==> config.mk <==
export PLATFORM = sky130hd
export DESIGN_NAME = spi_master_burst_flat
export DESIGN_NICKNAME = d
export VERILOG_FILES = /design/src/rtl/spi_master_burst_if.sv /design/src/rtl/spi_master_burst.sv /design/src/flat_wrapper.sv
export SDC_FILE = /design/constraint.sdc
export NUM_CORES = 1
export LEC_CHECK = 0
export ABC_AREA = 1
export CAP_MARGIN = 10
export CELL_PAD_IN_SITES_DETAIL_PLACEMENT = 1
export CELL_PAD_IN_SITES_GLOBAL_PLACEMENT = 1
export CORE_ASPECT_RATIO = 0.8
export CORE_MARGIN = 1.5
export CORE_UTILIZATION = 30
export DETAILED_ROUTE_END_ITERATION = 8
export GPL_TIMING_DRIVEN = 1
export PLACE_DENSITY_LB_ADDON = 0.1
export SETUP_SLACK_MARGIN = 0.05
export SYNTH_ARGS = -nofsm -noshare
export SYNTH_HDL_FRONTEND = slang
export SYNTH_SLANG_ARGS = --single-unit
==> constraint.sdc <==
create_clock -name clk -period 4.26 [get_ports clk]
set_input_delay 0.852 -clock clk [delete_from_list [all_inputs] [get_ports clk]]
set_output_delay 0.852 -clock clk [all_outputs]
set_load 0.05 [all_outputs]
==> src/rtl/spi_master_burst_if.sv <==
// Upstream word handshake plus SPI pins for spi_master_burst.
// The "master" modport is the SPI master block; "slave" is whatever drives it and the external pins.
interface spi_master_burst_if #(
    parameter int unsigned WORD_WIDTH = 8,
    parameter int unsigned MAX_WORDS  = 4
);
    localparam int unsigned CNT_W = $clog2(MAX_WORDS + 1);
    localparam int unsigned IDX_W = (MAX_WORDS > 1) ? $clog2(MAX_WORDS) : 1;

    logic [CNT_W-1:0]      tx_count;
    logic [WORD_WIDTH-1:0] tx_word;
    logic                  tx_dv;
    logic                  tx_ready;
    logic                  rx_dv;
    logic [WORD_WIDTH-1:0] rx_word;
    logic [IDX_W-1:0]      rx_count;
    logic                  spi_clk;
    logic                  spi_miso;
    logic                  spi_mosi;
    logic                  spi_cs_n;

    modport master (
        input  tx_count, tx_word, tx_dv, spi_miso,
        output tx_ready, rx_dv, rx_word, rx_count, spi_clk, spi_mosi, spi_cs_n
    );

    modport slave (
        output tx_count, tx_word, tx_dv, spi_miso,
        input  tx_ready, rx_dv, rx_word, rx_count, spi_clk, spi_mosi, spi_cs_n
    );
endinterface

==> src/rtl/spi_master_burst.sv <==
// SPI master with configurable word width and mode; holds chip select low across a burst of words.
module spi_master_burst #(
    parameter int unsigned SPI_MODE          = 0,
    parameter int unsigned CLKS_PER_HALF_BIT = 2,
    parameter int unsigned WORD_WIDTH        = 8,
    parameter int unsigned MAX_WORDS         = 4,
    parameter int unsigned CS_INACTIVE_CLKS  = 1
) (
    input  logic clk,
    input  logic rst_n,
    spi_master_burst_if.master bus
);
    localparam int unsigned W      = WORD_WIDTH;
    localparam int unsigned CHB    = CLKS_PER_HALF_BIT;
    localparam int unsigned CNT_W  = $clog2(MAX_WORDS + 1);
    localparam int unsigned IDX_W  = (MAX_WORDS > 1) ? $clog2(MAX_WORDS) : 1;
    localparam int unsigned EDGE_W = $clog2(2 * W + 1);
    localparam int unsigned TMAX   = (CHB > CS_INACTIVE_CLKS) ? CHB : CS_INACTIVE_CLKS;
    localparam int unsigned TW     = $clog2(TMAX + 1);
    localparam logic        CPOL   = 1'((SPI_MODE >> 1) & 1);
    localparam logic        CPHA   = 1'(SPI_MODE & 1);

    typedef enum logic [2:0] {IDLE, LEAD, XFER, WAIT_NEXT, CS_HOLD, CS_GAP} state_t;

    state_t            state_q, state_d;
    logic [TW-1:0]     tmr_q, tmr_d;
    logic [EDGE_W-1:0] edge_q, edge_d;
    logic [IDX_W-1:0]  word_idx_q, word_idx_d, last_idx_q, last_idx_d;
    logic [W-1:0]      tx_sr_q, tx_sr_d, rx_sr_q, rx_sr_d;
    logic              sclk_q, sclk_d, mosi_q, mosi_d, cs_n_q, cs_n_d;
    logic              ready_q, ready_d, rx_dv_q, rx_dv_d;
    logic [W-1:0]      rx_word_q, rx_word_d;
    logic [IDX_W-1:0]  rx_count_q, rx_count_d;

    logic              accept, half_done, sample, last_edge;
    logic [EDGE_W-1:0] edge_num;
    logic [CNT_W-1:0]  count_clamp;
    logic [W-1:0]      rx_next;

    // A word is taken only while ready; a zero count never starts a burst.
    assign accept      = bus.tx_dv && ready_q &&
                         ((state_q == IDLE && bus.tx_count != '0) || state_q == WAIT_NEXT);
    assign count_clamp = (bus.tx_count > CNT_W'(MAX_WORDS)) ? CNT_W'(MAX_WORDS) : bus.tx_count;
    assign half_done   = (tmr_q == TW'(CHB - 1));
    assign edge_num    = edge_q + EDGE_W'(1);
    // Odd edges are leading; CPHA=0 samples on leading, CPHA=1 on trailing.
    assign sample      = (edge_num[0] != CPHA);
    assign last_edge   = (edge_num == EDGE_W'(2 * W));
    assign rx_next     = {rx_sr_q[W-2:0], bus.spi_miso};

    always_comb begin
        state_d    = state_q;
        tmr_d      = tmr_q;
        edge_d     = edge_q;
        word_idx_d = word_idx_q;
        last_idx_d = last_idx_q;
        tx_sr_d    = tx_sr_q;
        rx_sr_d    = rx_sr_q;
        sclk_d     = sclk_q;
        mosi_d     = mosi_q;
        cs_n_d     = cs_n_q;
        ready_d    = ready_q;
        rx_dv_d    = 1'b0;
        rx_word_d  = rx_word_q;
        rx_count_d = rx_count_q;

        case (state_q)
            IDLE: begin
                ready_d = 1'b1;
                cs_n_d  = 1'b1;
                sclk_d  = CPOL;
            end
            LEAD, XFER: begin
                tmr_d = tmr_q + TW'(1);
                if (half_done) begin
                    tmr_d   = '0;
                    state_d = XFER;
                    edge_d  = edge_num;
                    sclk_d  = ~sclk_q;
                    if (sample) begin
                        rx_sr_d = rx_next;
                    end else if (!last_edge) begin
                        mosi_d  = tx_sr_q[W-1];
                        tx_sr_d = {tx_sr_q[W-2:0], 1'b0};
                    end
                    if (last_edge) begin
                        rx_dv_d    = 1'b1;
                        rx_word_d  = sample ? rx_next : rx_sr_q;
                        rx_count_d = word_idx_q;
                        if (word_idx_q == last_idx_q) begin
                            state_d = CS_HOLD;
                        end else begin
                            state_d = WAIT_NEXT;
                            ready_d = 1'b1;
                        end
                    end
                end
            end
            CS_HOLD: begin
                tmr_d = tmr_q + TW'(1);
                if (half_done) begin
                    tmr_d   = '0;
                    state_d = CS_GAP;
                    cs_n_d  = 1'b1;
                end
            end
            CS_GAP: begin
                tmr_d = tmr_q + TW'(1);
                if (tmr_q == TW'(CS_INACTIVE_CLKS - 1)) begin
                    tmr_d   = '0;
                    state_d = IDLE;
                    ready_d = 1'b1;
                end
            end
            default: ;
        endcase

        // Word load, shared by the first word of a burst and every follow-on word.
        if (accept) begin
            state_d = LEAD;
            tmr_d   = '0;
            edge_d  = '0;
            ready_d = 1'b0;
            cs_n_d  = 1'b0;
            if (CPHA == 1'b0) begin
                mosi_d  = bus.tx_word[W-1];
                tx_sr_d = {bus.tx_word[W-2:0], 1'b0};
            end else begin
                tx_sr_d = bus.tx_word;
            end
            if (state_q == IDLE) begin
                word_idx_d = '0;
                last_idx_d = IDX_W'(count_clamp - CNT_W'(1));
            end else begin
                word_idx_d = word_idx_q + IDX_W'(1);
            end
        end
    end

    always_ff @(posedge clk or negedge rst_n) begin
        if (!rst_n) begin
            state_q    <= IDLE;
            tmr_q      <= '0;
            edge_q     <= '0;
            word_idx_q <= '0;
            last_idx_q <= '0;
            tx_sr_q    <= '0;
            rx_sr_q    <= '0;
            sclk_q     <= CPOL;
            mosi_q     <= 1'b0;
            cs_n_q     <= 1'b1;
            ready_q    <= 1'b0;
            rx_dv_q    <= 1'b0;
            rx_word_q  <= '0;
            rx_count_q <= '0;
        end else begin
            state_q    <= state_d;
            tmr_q      <= tmr_d;
            edge_q     <= edge_d;
            word_idx_q <= word_idx_d;
            last_idx_q <= last_idx_d;
            tx_sr_q    <= tx_sr_d;
            rx_sr_q    <= rx_sr_d;
            sclk_q     <= sclk_d;
            mosi_q     <= mosi_d;
            cs_n_q     <= cs_n_d;
            ready_q    <= ready_d;
            rx_dv_q    <= rx_dv_d;
            rx_word_q  <= rx_word_d;
            rx_count_q <= rx_count_d;
        end
    end

    assign bus.tx_ready = ready_q;
    assign bus.rx_dv    = rx_dv_q;
    assign bus.rx_word  = rx_word_q;
    assign bus.rx_count = rx_count_q;
    assign bus.spi_clk  = sclk_q;
    assign bus.spi_mosi = mosi_q;
    assign bus.spi_cs_n = cs_n_q;
endmodule

==> src/flat_wrapper.sv <==
// flat-port wrapper written by rule: the top's interface ports become plain ports
module spi_master_burst_flat 
#(
    parameter int unsigned SPI_MODE          = 0,
    parameter int unsigned CLKS_PER_HALF_BIT = 2,
    parameter int unsigned WORD_WIDTH        = 8,
    parameter int unsigned MAX_WORDS         = 4,
    parameter int unsigned CS_INACTIVE_CLKS  = 1
)
  (clk, rst_n, bus_tx_count, bus_tx_word, bus_tx_dv, bus_spi_miso, bus_tx_ready, bus_rx_dv, bus_rx_word, bus_rx_count, bus_spi_clk, bus_spi_mosi, bus_spi_cs_n);
  spi_master_burst_if #(.WORD_WIDTH(WORD_WIDTH), .MAX_WORDS(MAX_WORDS)) bus_i ();
  input  logic clk;
  input  logic rst_n;
  input wire logic [$bits(bus_i.tx_count)-1:0] bus_tx_count;
  input wire logic [$bits(bus_i.tx_word)-1:0] bus_tx_word;
  input wire logic [$bits(bus_i.tx_dv)-1:0] bus_tx_dv;
  input wire logic [$bits(bus_i.spi_miso)-1:0] bus_spi_miso;
  output wire logic [$bits(bus_i.tx_ready)-1:0] bus_tx_ready;
  output wire logic [$bits(bus_i.rx_dv)-1:0] bus_rx_dv;
  output wire logic [$bits(bus_i.rx_word)-1:0] bus_rx_word;
  output wire logic [$bits(bus_i.rx_count)-1:0] bus_rx_count;
  output wire logic [$bits(bus_i.spi_clk)-1:0] bus_spi_clk;
  output wire logic [$bits(bus_i.spi_mosi)-1:0] bus_spi_mosi;
  output wire logic [$bits(bus_i.spi_cs_n)-1:0] bus_spi_cs_n;
  assign bus_i.tx_count = bus_tx_count;
  assign bus_i.tx_word = bus_tx_word;
  assign bus_i.tx_dv = bus_tx_dv;
  assign bus_i.spi_miso = bus_spi_miso;
  assign bus_tx_ready = bus_i.tx_ready;
  assign bus_rx_dv = bus_i.rx_dv;
  assign bus_rx_word = bus_i.rx_word;
  assign bus_rx_count = bus_i.rx_count;
  assign bus_spi_clk = bus_i.spi_clk;
  assign bus_spi_mosi = bus_i.spi_mosi;
  assign bus_spi_cs_n = bus_i.spi_cs_n;
  spi_master_burst #(.SPI_MODE(SPI_MODE), .CLKS_PER_HALF_BIT(CLKS_PER_HALF_BIT), .WORD_WIDTH(WORD_WIDTH), .MAX_WORDS(MAX_WORDS), .CS_INACTIVE_CLKS(CS_INACTIVE_CLKS)) u_core (.clk(clk), .rst_n(rst_n), .bus(bus_i));
endmodule
### Yosys cells after proc, flatten, opt, wreduce, memory -nomap -nowiden

Cells that the tools add are included.

| operators by class | value |
|---|---|
| bitwise gates (word level) | 1 |
| multiplexer cells | 41 |
| equality and inequality tests | 16 |
| reductions and logical operators | 25 |
| $add $sub $neg | 4 |
| $lt $le $gt $ge | 1 |

Operators by type and width:

| kind | number |
|---|---|
| $mux 8 | 6 |
| $mux 3 | 6 |
| $mux 1 | 16 |
| $mux 5 | 3 |
| $ne 3x1->1 const B | 4 |
| $mux 2 | 5 |
| $reduce_and 2->1 | 5 |
| $pmux 3 s3 | 1 |
| $reduce_bool 3->1 | 3 |
| $reduce_and 4->1 | 2 |
| $reduce_bool 4->1 | 2 |
| $eq 3x2->1 const B | 2 |
| $eq 3x3->1 const B | 2 |
| $ne 2x1->1 const B | 3 |
| $reduce_bool 2->1 | 3 |
| $add 5x1->5 const B | 1 |
| $eq 5x5->1 const B | 1 |
| $reduce_and 5->1 | 1 |
| $add 2x1->2 const B | 2 |
| $pmux 1 s2 | 2 |
| $pmux 2 s2 | 1 |
| $eq 3x1->1 const B | 1 |
| $gt 3x3->1 const B | 1 |
| $logic_and 1x1->1 | 3 |
| other kinds (12) | 12 |

| storage, ports and cells | value |
|---|---|
| input bits | 15 |
| output and inout bits | 15 |
| register bits | 45 |

### Longest topological paths before layout

Gate-level depths: netlist of the first run.

| depth | value |
|---|---|
| depth in word-level cells | 7 |
| depth in mapped cells | 12 |
| depth with buffers taken out | 11 |

### Worst setup path before layout of the first run

Ideal clock, no wire load.

| timing path | value |
|---|---|
| path type | input port to flip-flop |
| start point | in bus_tx_count[1] |
| end point | reg u_core.mosi_q (netlist: u_core.bus.spi_mosi) |
| stages | 11 |
| setup time | 0.118 ns |
| path buffers | 1 |
| setup slack | 2.474 ns |
| arrival time | 1.668 ns |
| path through | nor2_1 nand2_1 nand2_1 nand2_1 nand2_1 inv_1 buf_4 nand2_1 nand2_1 nand2_1 nand2_1 |

| on the way | value |
|---|---|
| cells in the longest elaborated chain, start to end | 6 |

Ends and longest elaborated chain:

| item | RTL line | source |
|---|---|---|
| from (decl) | flat_wrapper.sv:14 | `input wire logic [$bits(bus_i.tx_count)-1:0] bus_tx_count;` |
| $reduce_bool 3->1 (*) | spi_master_burst.sv:42 | `((state_q == IDLE && bus.tx_count != '0) \|\| state_q == WAIT_NEXT);` |
| $logic_and 1x1->1 (*) | spi_master_burst.sv:42 |  |
| $logic_or 1x1->1 (*) | spi_master_burst.sv:42 |  |
| $logic_and 1x1->1 (*) | spi_master_burst.sv:41 | `assign accept = bus.tx_dv && ready_q &&` |
| $ne 2x1->1 (no line) or $reduce_bool 2->1 (tied branches) | - |  |
| $reduce_and 4->1 (no line) | - |  |
| to (signal assigned) | spi_master_burst.sv:165 | `mosi_q <= mosi_d;` |
| to (decl) | spi_master_burst.sv:30 | `logic sclk_q, sclk_d, mosi_q, mosi_d, cs_n_q, cs_n_d;` |

Every way passes the cells marked *; elsewhere a longest branch is shown, timed or not.
A chain may end at the register's enable or synchronous reset.

### Worst setup path in the final report of the first run

| timing path | value |
|---|---|
| start point | reg u_core.cs_n_q (netlist: u_core.bus.spi_cs_n) |
| end point | out bus_spi_cs_n |

RTL lines:

| item | RTL line | source |
|---|---|---|
| from (decl) | spi_master_burst.sv:30 |  |
| from (signal assigned) | spi_master_burst.sv:166 | `cs_n_q <= cs_n_d;` |
| to (decl) | flat_wrapper.sv:24 | `output wire logic [$bits(bus_i.spi_cs_n)-1:0] bus_spi_cs_n;` |

No word-level cell between the ends.

==> metrics.csv, run 1 <==
metric;value;unit
Worst Path Required;3.41;ns
most frequent cells in the layout;nand2_1 (122), dfrtp_1 (43), inv_1 (41);
DRC;0;
final slew viol count;0;
fin crit period;2.48;ns
IO Pins;30;
final setup fails;0;
die width;102;µm
Critical path buffers and inverters;1;
Core Region;0.00746;mm²
syn nets;333;
Setup TNS;0;ns
I/O Buffers;29;
Min Hold Slack;0.472;ns
GRT overflow;0;
vias after detailed routing;1955;
Max VDD drop;0.222;mV
CTS Buf Count;5;
vias in the first global route;1992;
most common cell after layout, fill and taps aside;nand2_1;
Core Util, Final;0.379;
DR iter-0 viols;47;
Slowest cell on crit path;clkdlybuf4s50_1;
routability cong.;0.770;
CTS-repair resized insts;0;
unrepaired setup endpoints after global routing;no;
nets;362;
Slew @ Worst Pin;1.02;ns
Clock Tree Buf Depth;2;
Synth Cell Area;0.00234;mm²
DRT Wirelength;5680;µm
leakage;1.46;nW
Distinct cells, synth;25;
vias per cell;4.36;
CP delay by family, top;buffers and inverters;
sequential share of the synthesized area;0.472;
Setup CP Type;reg2out;
mean area per synthesized cell;7.46;µm²
number of diodes;0;
Pwr Density;589;mW/mm²
CP endpoint kind;output pin;
H-tree depth reported by CTS;2;
DIE HEIGHT;81.9;µm
R2R depth;11;
clock root buffer master;clkbuf_8;
Synthesis Warnings;0;
WL/cell;12.7;µm
Syn Inst Count;313;
Hold WC Path Type;reg2reg;
Worst-Skew Late Latency;0.30;ns
GR Util All Layers;0.152;
pin count of the biggest net entering global routing;45;
Max FO, Critical Path;2;
dpl hpwl;4020;µm
f_max;403;MHz
register bit total from synthesis;44;
Worst slew margin;0.320;
clock slew at reported path FFs;0.09;ns
Synth-to-Final Area Change;21.2;%
Fin Clk Skew;0.00341;ns
Place WS;1.58;ns
final hold vios;0;
startpoint types;flip-flop;
Setup WS post-layout;1.78;ns
Post-CTS Setup Bufs;0;
Final ANT Viol Nets;0;
Worst Path Arrival;1.63;ns
post-place instance area;0.00272;mm²
Starting Density;0.313;
Final Cycle Share;0.583;
row count;28;
initial antenna violation count;0;
CTS Hold Buffers Added;0;
CP Cell Sequence;clkdlybuf4s50_1;
layout cells sized above 1;0.0583;
Initial DRT Pass Iterations;4;
max cap viols;0;
hold depth;2;
first-pass GRT wire length;9820;µm
CP max stage delay;0.80;ns
WP depth;1;
clock sinks;44;
CTS tree;built;
fin area;0.00283;mm²
run status;finished clean;
die area;0.00833;mm²
filler cell count;951;
power by group:
part / internal, mW / switching (mW) / total [mW]
registers: 0.537 / 0.112 / 0.650
logic: 0.230 / 0.453 / 0.683
clock network: 0.177 / 0.158 / 0.335
total: 0.945 / 0.724 / 1.67
path summary, 6_finish.rpt:
path / start / to / slack, ns
min: u_core.bus.spi_cs_n / u_core.bus.spi_cs_n / 0.47
min reg2reg: u_core.bus.spi_cs_n / u_core.bus.spi_cs_n / 0.47
min in group asynchronous: rst_n / u_core.edge_q[4] / 0.72
max in group asynchronous: rst_n / u_core.tx_sr_q[3] / 2.91
max: u_core.bus.spi_cs_n / bus_spi_cs_n / 1.78
max reg2reg: u_core.edge_q[0] / u_core.bus.rx_count[0] / 1.88
Yosys cell counts (all sizes together):
cell type	number	area (µm²)
nand3	21	128
a21oi	11	55.1
nand2	124	480
buf	7	43.8
clkbuf	2	7.51
xor2	2	17.5
inv	42	158
o21ai	23	115
o31ai	2	15.0
dfrtp	43	1080
nor2	22	85.1
nor3	1	16.3
xnor2	1	8.76
ha	5	62.6
dfstp	1	26.3
nand4	3	18.8
o21a	3	22.5
through the flow:
stage	cells	total power [mW]
2_1_floorplan	313	1.16
3_3_place_gp	440	1.34
3_5_place_dp	440	1.35
4_1_cts	448	1.70
5_1_grt	448	1.82
6_report	448	1.67
state kept, by name, summed over array words and instances (netlist names), 2 cells and up:
signal / count
u_core.rx_sr_q: 8
u_core.last_idx_q: 2
u_core.state_q: 3
u_core.tmr_q: 2
u_core.tx_sr_q: 7
u_core.bus.rx_word: 8
u_core.edge_q: 5
u_core.bus.rx_count: 2
u_core.word_idx_q: 2
logic make-up (layout without fill, tap and decap cells):
family | Yosys count | in the layout | synth area share
and+or+nand+nor | 171 | 171 | 0.312
buffers and inverters | 51 | 81 | 0.0894
xor gates and xnor gates | 3 | 3 | 0.0113
DFF | 44 | 44 | 0.472
AOI/OAI and AO/OA | 39 | 39 | 0.0889
adders and majority gates | 5 | 5 | 0.0268
final cells by class:
type	instances	area [µm²]	share of cell area
Sequential cell	44	1100	0.389
Tap cell	105	131	0.0464
Clock buffer	5	68.8	0.0243
Clock inverter	3	46.3	0.0163
Inverter	42	158	0.0557
Timing Repair Buffer	31	300	0.106
Multi-Input combinational cell	218	1020	0.362
per-layer routing:
layer	wire, µm	vias to the layer above	GRT usage
li1	-	1026	-
met1	3020	905	0.214
met2	2450	19	0.241
met3	155	5	0.0289
met4	46	0	0.0375
met5	0	-	0
No activity file was read; power rests on OpenSTA's default activity.
==> inputs of run 2 (changes only) <==
- clock period: 4.26 -> 2.4 ns (I/O delays scaled with it)
==> run 2 against run 1 <==
  * Wire length is 2.7% higher
  * Worst hold slack lost 0.33 ns
  * Sequential power up 72%
  * Core utilization grew 0.52 points
  * Non-clock buffer count is 5 higher
  * Total power rose by 81%
  * Highest routed layer unchanged
  * Final area rose by 1.4%
  * Critical path type unchanged
  * Via count increased by 3.1%
  * Clock-buffer cell count unchanged
  * Critical path depth stayed put
  * Critical endpoint unchanged
  * Sequential share of layout area shrank 0.53 points
==> metrics.csv, run 2 (synthesized netlist as in run 1, its figures left out) <==
metric;value;unit;change
run status;finished clean;;unchanged
final slew viol count;0;;unchanged
CTS Hold Buffers Added;0;;unchanged
die area;0.00833;mm²;unchanged
GRT overflow;0;;unchanged
row count;28;;unchanged
flop2flop setup slack;0.49;ns;was 1.88 ns
Setup TNS;0;ns;unchanged
Clock Tree Buf Depth;2;;unchanged
vias per cell;4.45;;was 4.36
CTS tree;built;;unchanged
GR Layer Usage met1;0.217;;was 0.214
GR peak layer;met2;;unchanged
Slew @ Worst Pin;0.522;ns;was 1.02 ns
Core Util, Final;0.385;;was 0.379
Synth-to-Final Area Change;22.9;%;was 21.2%
Reg-to-Reg End;u_core.bus.rx_count[0];;unchanged
dpl hpwl;4260;µm;was 4020 µm
worst r2r src;u_core.edge_q[0];;unchanged
R2R depth;10;;was 11
die width;102;µm;unchanged
Core Region;0.00746;mm²;unchanged
Setup WS post-layout;0.267;ns;was 1.78 ns
DR iter-0 viols;41;;was 47
DIE HEIGHT;81.9;µm;unchanged
Worst Path Required;1.92;ns;was 3.41 ns
Min Hold Slack;0.138;ns;was 0.472 ns
Worst slew margin;0.652;;was 0.320
number of diodes;0;;unchanged
layout cells sized above 1;0.0718;;was 0.0583
I/O Buffers;29;;unchanged
Max VDD drop;0.412;mV;was 0.222 mV
CP delay by family, top;buffers and inverters;;unchanged
clock sinks;44;;unchanged
Setup CP Type;reg2out;;unchanged
M3 GR Usage;0.0281;;was 0.0289
CP endpoint kind;output pin;;unchanged
nets;367;;was 362
CTS-repair resized insts;0;;unchanged
most frequent cells in the layout;nand2_1 (122), dfrtp_1 (43), inv_1 (41);;unchanged
Final ANT Viol Nets;0;;unchanged
DRT Wirelength;5830;µm;was 5680 µm
IO Pins;30;;unchanged
Worst-Skew Late Latency;0.31;ns;was 0.30 ns
Place WS;0.298;ns;was 1.58 ns
CP Cell Sequence;clkdlybuf4s50_1;;unchanged
most common cell after layout, fill and taps aside;nand2_1;;unchanged
startpoint types;flip-flop;;unchanged
GR Util All Layers;0.157;;was 0.152
DRC;0;;unchanged
unrepaired setup endpoints after global routing;no;;unchanged
clock slew at reported path FFs;0.09;ns;about the same
vias in the first global route;2147;;was 1992
leakage;1.49;nW;was 1.46 nW
pin count of the biggest net entering global routing;23;;was 45
routability cong.;0.843;;was 0.770
max cap viols;0;;unchanged
vias after detailed routing;2015;;was 1955
Final Power;3.02;mW;was 1.67 mW
Pwr Density;1050;mW/mm²;was 589 mW/mm²
Final Cycle Share;0.889;;
Initial DRT Pass Iterations;4;;unchanged
CP max stage delay;0.81;ns;was 0.80 ns
final hold vios;0;;unchanged
Post-CTS Setup Bufs;0;;unchanged
H-tree depth reported by CTS;2;;unchanged
grt met2 use;0.251;;was 0.241
Starting Density;0.313;;unchanged
Critical path buffers and inverters;1;;unchanged
Hold WC Path Type;in2async;;was reg2reg
initial antenna violation count;0;;unchanged
CTS Buf Count;5;;unchanged
Worst Path Arrival;1.65;ns;was 1.63 ns
Slowest cell on crit path;clkdlybuf4s50_1;;unchanged
final setup fails;0;;unchanged
f_max;469;MHz;
first-pass GRT wire length;10100;µm;was 9820 µm
fin crit period;2.13;ns;
Fin Clk Skew;0.00628;ns;was 0.00341 ns
WL/cell;12.9;µm;was 12.7 µm
clock root buffer master;clkbuf_8;;unchanged
Max FO, Critical Path;2;;unchanged
[run 2: stage by stage]
stage                     area (µm²)  instances
after floorplan                 2340        313
after global placement          2750        445
after detailed placement        2750        445
after CTS                       2870        453
after global routing            2870        453
final                           2870        453
[run 2: final cells by class]
| cell class | instances | area [µm²] |
|---|---|---|
| Multi-Input combinational cell | 218 | 1020 |
| Inverter | 42 | 158 |
| Timing Repair Buffer | 36 | 338 |
| Clock inverter | 3 | 47.5 |
| Fill cell | 927 | 4590 |
| Tap cell | 105 | 131 |
| Clock buffer | 5 | 68.8 |
| Sequential cell | 44 | 1100 |
[run 2: worst max path at each step]
stage                              from                      to  slack [ns]  depth (start not counted)
floorplan              u_core.edge_q[1]  u_core.bus.rx_count[1]        0.88                         10
global placement        bus_tx_count[0]    u_core.last_idx_q[0]        0.35                         10
detailed placement      bus_tx_count[0]    u_core.last_idx_q[1]        0.30                         10
CTS                 u_core.bus.spi_cs_n            bus_spi_cs_n        0.25                          1
global route           u_core.edge_q[0]  u_core.bus.rx_count[0]        0.22                         10
finish              u_core.bus.spi_cs_n            bus_spi_cs_n        0.27                          1
[run 2: power by group]
group / total [mW] / switching, mW / internal [mW]
registers: 1.12 / 0.165 / 0.955
clock network: 0.606 / 0.291 / 0.314
logic: 1.29 / 0.856 / 0.439
total: 3.02 / 1.31 / 1.71
[run 2: per-layer routing]
metal	vias up	part of all wire
li1	1036	-
met5	-	0
met4	0	0.010
met2	25	0.43
met3	5	0.026
met1	949	0.53
==> inputs of run 3 (changes only) <==
- SLEW_MARGIN: default -> 20
==> results of run 3 <==
No change in the layout: final DEF, timing and power equal those of run 2.
